`src/rtl/load_store_unit_pkg.sv`:
```
// Shared constants for the load/store unit:
// funct3 encodings, trap cause codes, FSM states.
package load_store_unit_pkg;

    localparam logic [2:0] F3_LB  = 3'b000;
    localparam logic [2:0] F3_LH  = 3'b001;
    localparam logic [2:0] F3_LW  = 3'b010;
    localparam logic [2:0] F3_LBU = 3'b100;
    localparam logic [2:0] F3_LHU = 3'b101;
    localparam logic [2:0] F3_SB  = 3'b000;
    localparam logic [2:0] F3_SH  = 3'b001;
    localparam logic [2:0] F3_SW  = 3'b010;

    localparam logic [3:0] CAUSE_ILLEGAL          = 4'd2;
    localparam logic [3:0] CAUSE_LOAD_MISALIGNED  = 4'd4;
    localparam logic [3:0] CAUSE_LOAD_FAULT       = 4'd5;
    localparam logic [3:0] CAUSE_STORE_MISALIGNED = 4'd6;
    localparam logic [3:0] CAUSE_STORE_FAULT      = 4'd7;

    typedef enum logic [1:0] {
        LSU_IDLE = 2'd0,
        LSU_REQ  = 2'd1,
        LSU_DONE = 2'd2
    } lsu_state_e;

endpackage

```
`src/rtl/load_store_unit_align_check.sv`:
```
// Combinational funct3 legality and natural
// alignment check for one load/store.
module lsu_align_check
    import load_store_unit_pkg::*;
(
    input  logic [1:0] addr,
    input  logic [2:0] funct3,
    input  logic       is_store,
    output logic       misaligned,
    output logic       illegal
);

    logic half;
    logic word;

    // Legality differs for loads and stores
    always_comb begin
        illegal = 1'b1;
        if (is_store) begin
            unique case (funct3)
                F3_SB, F3_SH, F3_SW: illegal = 1'b0;
                default:             illegal = 1'b1;
            endcase
        end else begin
            unique case (funct3)
                F3_LB, F3_LH, F3_LW,
                F3_LBU, F3_LHU:      illegal = 1'b0;
                default:             illegal = 1'b1;
            endcase
        end
    end

    assign half = (funct3[1:0] == 2'b01);
    assign word = (funct3[1:0] == 2'b10);

    // Illegal ops report cause 2, so mask misalignment
    assign misaligned = ~illegal &
                        ((half & addr[0]) |
                         (word & (addr != 2'b00)));

endmodule

```
`src/rtl/load_store_unit.sv`:
```
// Data-memory initiator: accepts one load/store,
// drives req until ack/timeout, returns data or trap.
module load_store_unit
    import load_store_unit_pkg::*;
#(
    parameter int XLEN           = 32,
    parameter int TIMEOUT_CYCLES = 16
) (
    input  logic            i_clk,
    input  logic            i_rst_n,
    input  logic            i_lsu_valid,
    input  logic            i_lsu_is_store,
    input  logic [XLEN-1:0] i_lsu_addr,
    input  logic [XLEN-1:0] i_lsu_wdata,
    input  logic [2:0]      i_lsu_funct3,
    input  logic [4:0]      i_lsu_rd,
    input  logic            i_flush,
    output logic            o_lsu_busy,
    output logic            or_lsu_done,
    output logic [XLEN-1:0] or_lsu_rdata,
    output logic [4:0]      or_lsu_rd,
    output logic            or_lsu_rd_we,
    output logic            or_trap,
    output logic [3:0]      or_trap_cause,
    output logic [XLEN-1:0] or_trap_val,
    output logic            or_mem_req,
    output logic [XLEN-1:0] or_mem_addr,
    output logic [XLEN-1:0] or_mem_data,
    output logic [2:0]      or_mem_funct3,
    output logic            or_mem_read_write,
    input  logic            i_mem_ack,
    input  logic [XLEN-1:0] i_mem_data
);

    localparam logic [7:0] TMO_LAST = 8'(TIMEOUT_CYCLES - 1);

    lsu_state_e      state_q;
    lsu_state_e      state_d;
    logic [XLEN-1:0] addr_q;
    logic [XLEN-1:0] wdata_q;
    logic [XLEN-1:0] rdata_q;
    logic [XLEN-1:0] tval_q;
    logic [2:0]      f3_q;
    logic [4:0]      rd_q;
    logic [3:0]      cause_q;
    logic [7:0]      cnt_q;
    logic            ld_q;
    logic            ok_q;
    logic            trap_q;
    logic            flushed_q;

    logic misaligned;
    logic illegal;
    logic accept;
    logic in_req;
    logic abort;
    logic timeout;
    logic pulse_en;

    lsu_align_check u_align (
        .addr       (i_lsu_addr[1:0]),
        .funct3     (i_lsu_funct3),
        .is_store   (i_lsu_is_store),
        .misaligned (misaligned),
        .illegal    (illegal)
    );

    assign accept  = (state_q == LSU_IDLE) &
                     i_lsu_valid & ~i_flush;
    assign in_req  = (state_q == LSU_REQ);
    assign abort   = in_req & i_flush & ld_q;
    assign timeout = in_req & ~i_mem_ack &
                     (cnt_q == TMO_LAST);

    // State register
    always_ff @(posedge i_clk or negedge i_rst_n) begin
        if (!i_rst_n) state_q <= LSU_IDLE;
        else          state_q <= state_d;
    end

    // Next state: checks fail straight to DONE
    always_comb begin
        state_d = state_q;
        unique case (state_q)
            LSU_IDLE: begin
                if (accept)
                    state_d = (illegal | misaligned) ?
                              LSU_DONE : LSU_REQ;
            end
            LSU_REQ: begin
                if (abort)
                    state_d = LSU_IDLE;
                else if (i_mem_ack | timeout)
                    state_d = LSU_DONE;
            end
            LSU_DONE: state_d = LSU_IDLE;
            default:  state_d = LSU_IDLE;
        endcase
    end

    // Latch the op on accept; track outcome in REQ
    always_ff @(posedge i_clk or negedge i_rst_n) begin
        if (!i_rst_n) begin
            addr_q    <= '0;
            wdata_q   <= '0;
            rdata_q   <= '0;
            tval_q    <= '0;
            f3_q      <= '0;
            rd_q      <= '0;
            cause_q   <= '0;
            cnt_q     <= '0;
            ld_q      <= 1'b0;
            ok_q      <= 1'b0;
            trap_q    <= 1'b0;
            flushed_q <= 1'b0;
        end else if (accept) begin
            addr_q    <= i_lsu_addr;
            wdata_q   <= i_lsu_wdata;
            f3_q      <= i_lsu_funct3;
            rd_q      <= i_lsu_rd;
            ld_q      <= ~i_lsu_is_store;
            ok_q      <= 1'b0;
            trap_q    <= illegal | misaligned;
            flushed_q <= 1'b0;
            cnt_q     <= '0;
            if (illegal) begin
                cause_q <= CAUSE_ILLEGAL;
                tval_q  <= '0;
            end else begin
                cause_q <= i_lsu_is_store ?
                           CAUSE_STORE_MISALIGNED :
                           CAUSE_LOAD_MISALIGNED;
                tval_q  <= i_lsu_addr;
            end
        end else if (in_req) begin
            cnt_q <= cnt_q + 8'd1;
            // A flushed store still runs to completion
            if (i_flush) flushed_q <= 1'b1;
            if (!abort) begin
                if (i_mem_ack) begin
                    ok_q <= 1'b1;
                    if (ld_q) rdata_q <= i_mem_data;
                end else if (timeout) begin
                    trap_q  <= 1'b1;
                    cause_q <= ld_q ? CAUSE_LOAD_FAULT :
                                      CAUSE_STORE_FAULT;
                    tval_q  <= addr_q;
                end
            end
        end
    end

    assign pulse_en = (state_q == LSU_DONE) &
                      ~i_flush & ~flushed_q;

    assign o_lsu_busy        = i_lsu_valid &
                               (state_q != LSU_DONE);
    assign or_lsu_done       = pulse_en & ok_q;
    assign or_lsu_rdata      = rdata_q;
    assign or_lsu_rd         = rd_q;
    assign or_lsu_rd_we      = or_lsu_done & ld_q &
                               (rd_q != 5'd0);
    assign or_trap           = pulse_en & trap_q;
    assign or_trap_cause     = or_trap ? cause_q : '0;
    assign or_trap_val       = or_trap ? tval_q : '0;
    assign or_mem_req        = in_req;
    assign or_mem_addr       = addr_q;
    assign or_mem_data       = wdata_q;
    assign or_mem_funct3     = f3_q;
    assign or_mem_read_write = in_req & ld_q;

endmodule

```
`config.mk`:
```
export PLATFORM = sky130hd
export DESIGN_NAME = load_store_unit
export DESIGN_NICKNAME = d
export VERILOG_FILES = /design/src/rtl/load_store_unit_pkg.sv /design/src/rtl/load_store_unit_align_check.sv /design/src/rtl/load_store_unit.sv
export SDC_FILE = /design/constraint.sdc
export NUM_CORES = 1
export LEC_CHECK = 0
export CORE_UTILIZATION = 40
export DETAILED_ROUTE_END_ITERATION = 10
export GPL_ROUTABILITY_DRIVEN = 0
export PLACE_DENSITY = 0.88
export SYNTH_ARGS = -nofsm -noshare
export SYNTH_HDL_FRONTEND = slang
export SYNTH_SLANG_ARGS = --single-unit
export TNS_END_PERCENT = 100
```
`constraint.sdc`:
```
create_clock -name i_clk -period 1.9 [get_ports i_clk]
set_input_delay 0.475 -clock i_clk [delete_from_list [all_inputs] [get_ports i_clk]]
set_output_delay 0.475 -clock i_clk [all_outputs]
set_load 0.01 [all_outputs]
```
==> results.toml <==
[critical_path]
worstRegToRegCells = 10
slowest_stage = "dfrtp_1"
timing.rr.end = "tval_q[3]"
cp.arrival_ns = 1.92
crit_path_max_fanout = 5
slowest_delay_ns = 0.39
crit_family = "simple AND/OR/NAND/NOR gates"
startpoint_type = "flip-flop"
path_buf_inv = 4
crit_required_ns = 1.42
endpoint_kind = "primary output"
r2r_start = "state_q[0]"
r2r_slack_ns = -0.34
cp_cell_sequence = "or2b_1 > nor3_4 > buf_6 > buf_12 > buf_6 > and3_4 > buf_6"
crit_path_frequent_cell = "buf_6"
critical_path_class = "flip-flop to primary output"

[timing]
max_slew.worst_pin.slew_ns = 0.500
period_share_pct = 126
relSlewSlack_pct = 66.6
fin_skew_ns = 0.0118
worst_slack_ns = -0.499
fmax_ghz = 0.417
rsz0062_at_grt = "yes"
setup_viol = 163
hold_violations = 0
period_minus_slack_ns = 2.40
final_max_slew_viol_count = 0

[logic_synthesis]
netlist_area_sq_mm = 0.00673
synth_fp_nets = 717
ys.flop_type = "dfrtp_1"
synth-async-reset-ratio_pct = 100
synth_cells = 606
yosys_register_bits = 153
synth-seq-area-share_pct = 56.9
synth-edff-count = 0
syn_area_per_cell_sq_um = 11.1
yosysUniqueCellTypes = 45
ys_warn_count = 0

[cells_and_area]
mostFrequentLayoutCell = "clkdlybuf4s50_1"
fin_area_sq_mm = 0.0114
drive_gt1_share_pct = 34.8
final_nets = 1061
area_delta_synth_final_pct = 70.2
final_cell_mix = "clkdlybuf4s50_1 (201), nand2_1 (170), dfrtp_1 (153)"
fin_cells = 1183
antenna_cells = 0
filler_cell_count = 1121

[drt]
dr.pass1.iters = 5
avgRoutedWirePerCell_microns = 18.9
drt-total-wl_mm = 22.4
avgViaCountPerCell = 5.00
drcViolationCount = 0
detail-route-antenna-nets = 0
vias = 5919
drt_iter0_drc = 293

[job]
max-cap-violations = 0

[die]
die_area_sq_mm = 0.0173
io_pins = 256
die_x_microns = 132
core_region_area_sq_mm = 0.0165
rows = 47
start_util_pct = 40.7
die_height_microns = 132

[placement]
dp_hpwl_mm = 13.3
place_inst = 1101
port_buffers = 254
place_area_sq_mm = 0.00982

[clocking]
cts_root_buf = "clkbuf_16"
path_clk_slew_ns = 0.06
clk_path_buf_depth = 2
cts_max_level = 4
numClockSinks = 153
clk_latency_ns = 0.42
cts_buffers = 17
cts_hold_buf = 0
cts_tree = "built"

[global_route]
grt_overflow = 0
grt_pass1_wl_mm = 32.6
grt_pass1_vias = 6107
antenna_found_initial = 0
grt_max_degree = 48
grt_usage_pct = 24.4

[power_and_ir_drop]
power_leakage_nw = 5.63
ir_drop_mv = 0.815
total_power_mw = 15.7
pwr_density_cell_mw_per_mm2 = 1370

[run_status]
status = "complete, but fails checks"
violations = "negative setup slack"

[min_path]
hp-class = "input pin to asynchronous set/reset pin"
worst reg2reg max path, cell delays in order, from the launching register on:
cell	delay, ns
dfrtp_1	0.39
buf_4	0.14
buf_6	0.10
buf_6	0.11
or4b_4	0.54
buf_8	0.17
buf_12	0.13
buf_16	0.15
nand2_8	0.09
o21ai_2	0.06
mux2_4	0.26
power breakdown:
part,switching (mW),internal (mW),total [mW]
clock network,1.41,1.98,3.39
registers,0.992,4.59,5.58
logic,2.72,4.03,6.75
total,5.13,10.6,15.7
layout make-up:
cell class / instances / area (sq um) / area share (%)
Sequential cell: 153 / 3830 / 33.4
Timing Repair Buffer: 359 / 3760 / 32.9
Multi-Input combinational cell: 418 / 2990 / 26.1
Clock buffer: 19 / 443 / 3.87
Tap cell: 220 / 275 / 2.40
Clock inverter: 13 / 143 / 1.25
Inverter: 1 / 8.76 / 0.0765
cell families after synthesis:
group / after synthesis / synth area share, %
and+or+nand+nor: 295 / 19.1
DFF: 153 / 56.9
muxes: 65 / 14.1
AOI/OAI and AO/OA: 51 / 4.69
buffers and inverters: 35 / 4.26
xor gates and xnor gates: 5 / 0.651
adders and majority gates: 1 / 0.186
other: 1 / 0.0557
sequential cells by signal (all words and copies together) (netlist names):
| name | flops |
|---|---|
| or_lsu_rdata | 32 |
| or_mem_addr | 32 |
| or_mem_data | 32 |
| tval_q | 32 |
| cnt_q | 8 |
| or_lsu_rd | 5 |
| cause_q | 3 |
| or_mem_funct3 | 3 |
| state_q | 2 |
| flushed_q | 1 |
| ld_q | 1 |
| ok_q | 1 |
| trap_q | 1 |
synth_stat cells (2+ instances only):
master	instances	share of area, %
and3_1	35	3.3
buf_2	9	0.67
nand3_1	2	0.15
xor2_1	2	0.26
dfrtp_1	153	57
a21oi_1	3	0.22
buf_12	6	1.8
mux2_2	7	1.2
xnor2_1	3	0.39
o21ai_1	9	0.67
and2_1	3	0.28
clkbuf_1	12	0.67
or3_1	3	0.28
nand2_1	228	13
o21ai_0	26	1.9
buf_6	5	0.84
mux2_4	58	13
a221oi_1	2	0.26
nor3_1	2	0.15
nor3_2	2	0.30
nor2_1	12	0.67
metrics by stage:
stage          setup slack, ns  util [%]  hold WS (ns)  setup TNS [ns]
5_1_grt                 -0.567      69.3        0.0248          -40.94
2_1_floorplan           0.0193         -         0.179               0
3_5_place_dp            -0.700      59.4         0.461          -82.70
4_1_cts                 -0.539      65.8       0.00486          -21.37
6_report                -0.499      69.3        0.0103          -31.48
3_3_place_gp            -0.713      59.4         0.456          -80.20
worst max-delay path by stage:
stage	from	to	slack [ns]	cells past startpoint
final	state_q[0]	or_trap_val[13]	-0.50	7
after global routing	state_q[0]	or_trap_val[13]	-0.57	7
after CTS	state_q[0]	or_trap_val[16]	-0.54	6
after detailed placement	i_flush	tval_q[6]	-0.70	7
after global placement	i_flush	or_lsu_rd_we	-0.71	5
after floorplan	state_q[0]	tval_q[10]	0.02	5
per-layer routing:
| metal | vias to the layer above | routed length, microns | GRT usage [%] |
|---|---|---|---|
| li1 | 2708 | - | - |
| met1 | 2908 | 8720 | 28.7 |
| met2 | 259 | 11400 | 41.8 |
| met3 | 44 | 1570 | 7.14 |
| met4 | 0 | 660 | 9.88 |
| met5 | - | 0 | 0 |
what timing repair did:
| action | CTS | global route |
|---|---|---|
| hold endpoints to repair | 0 | 0 |
| buffers inserted | 20 | 16 |
| gates cloned | 8 | 9 |
| setup endpoints to repair | 87 | 158 |
| pin swaps | 7 | 17 |
| resized for setup | 263 | 103 |
Power figures use the tool's default switching activity.
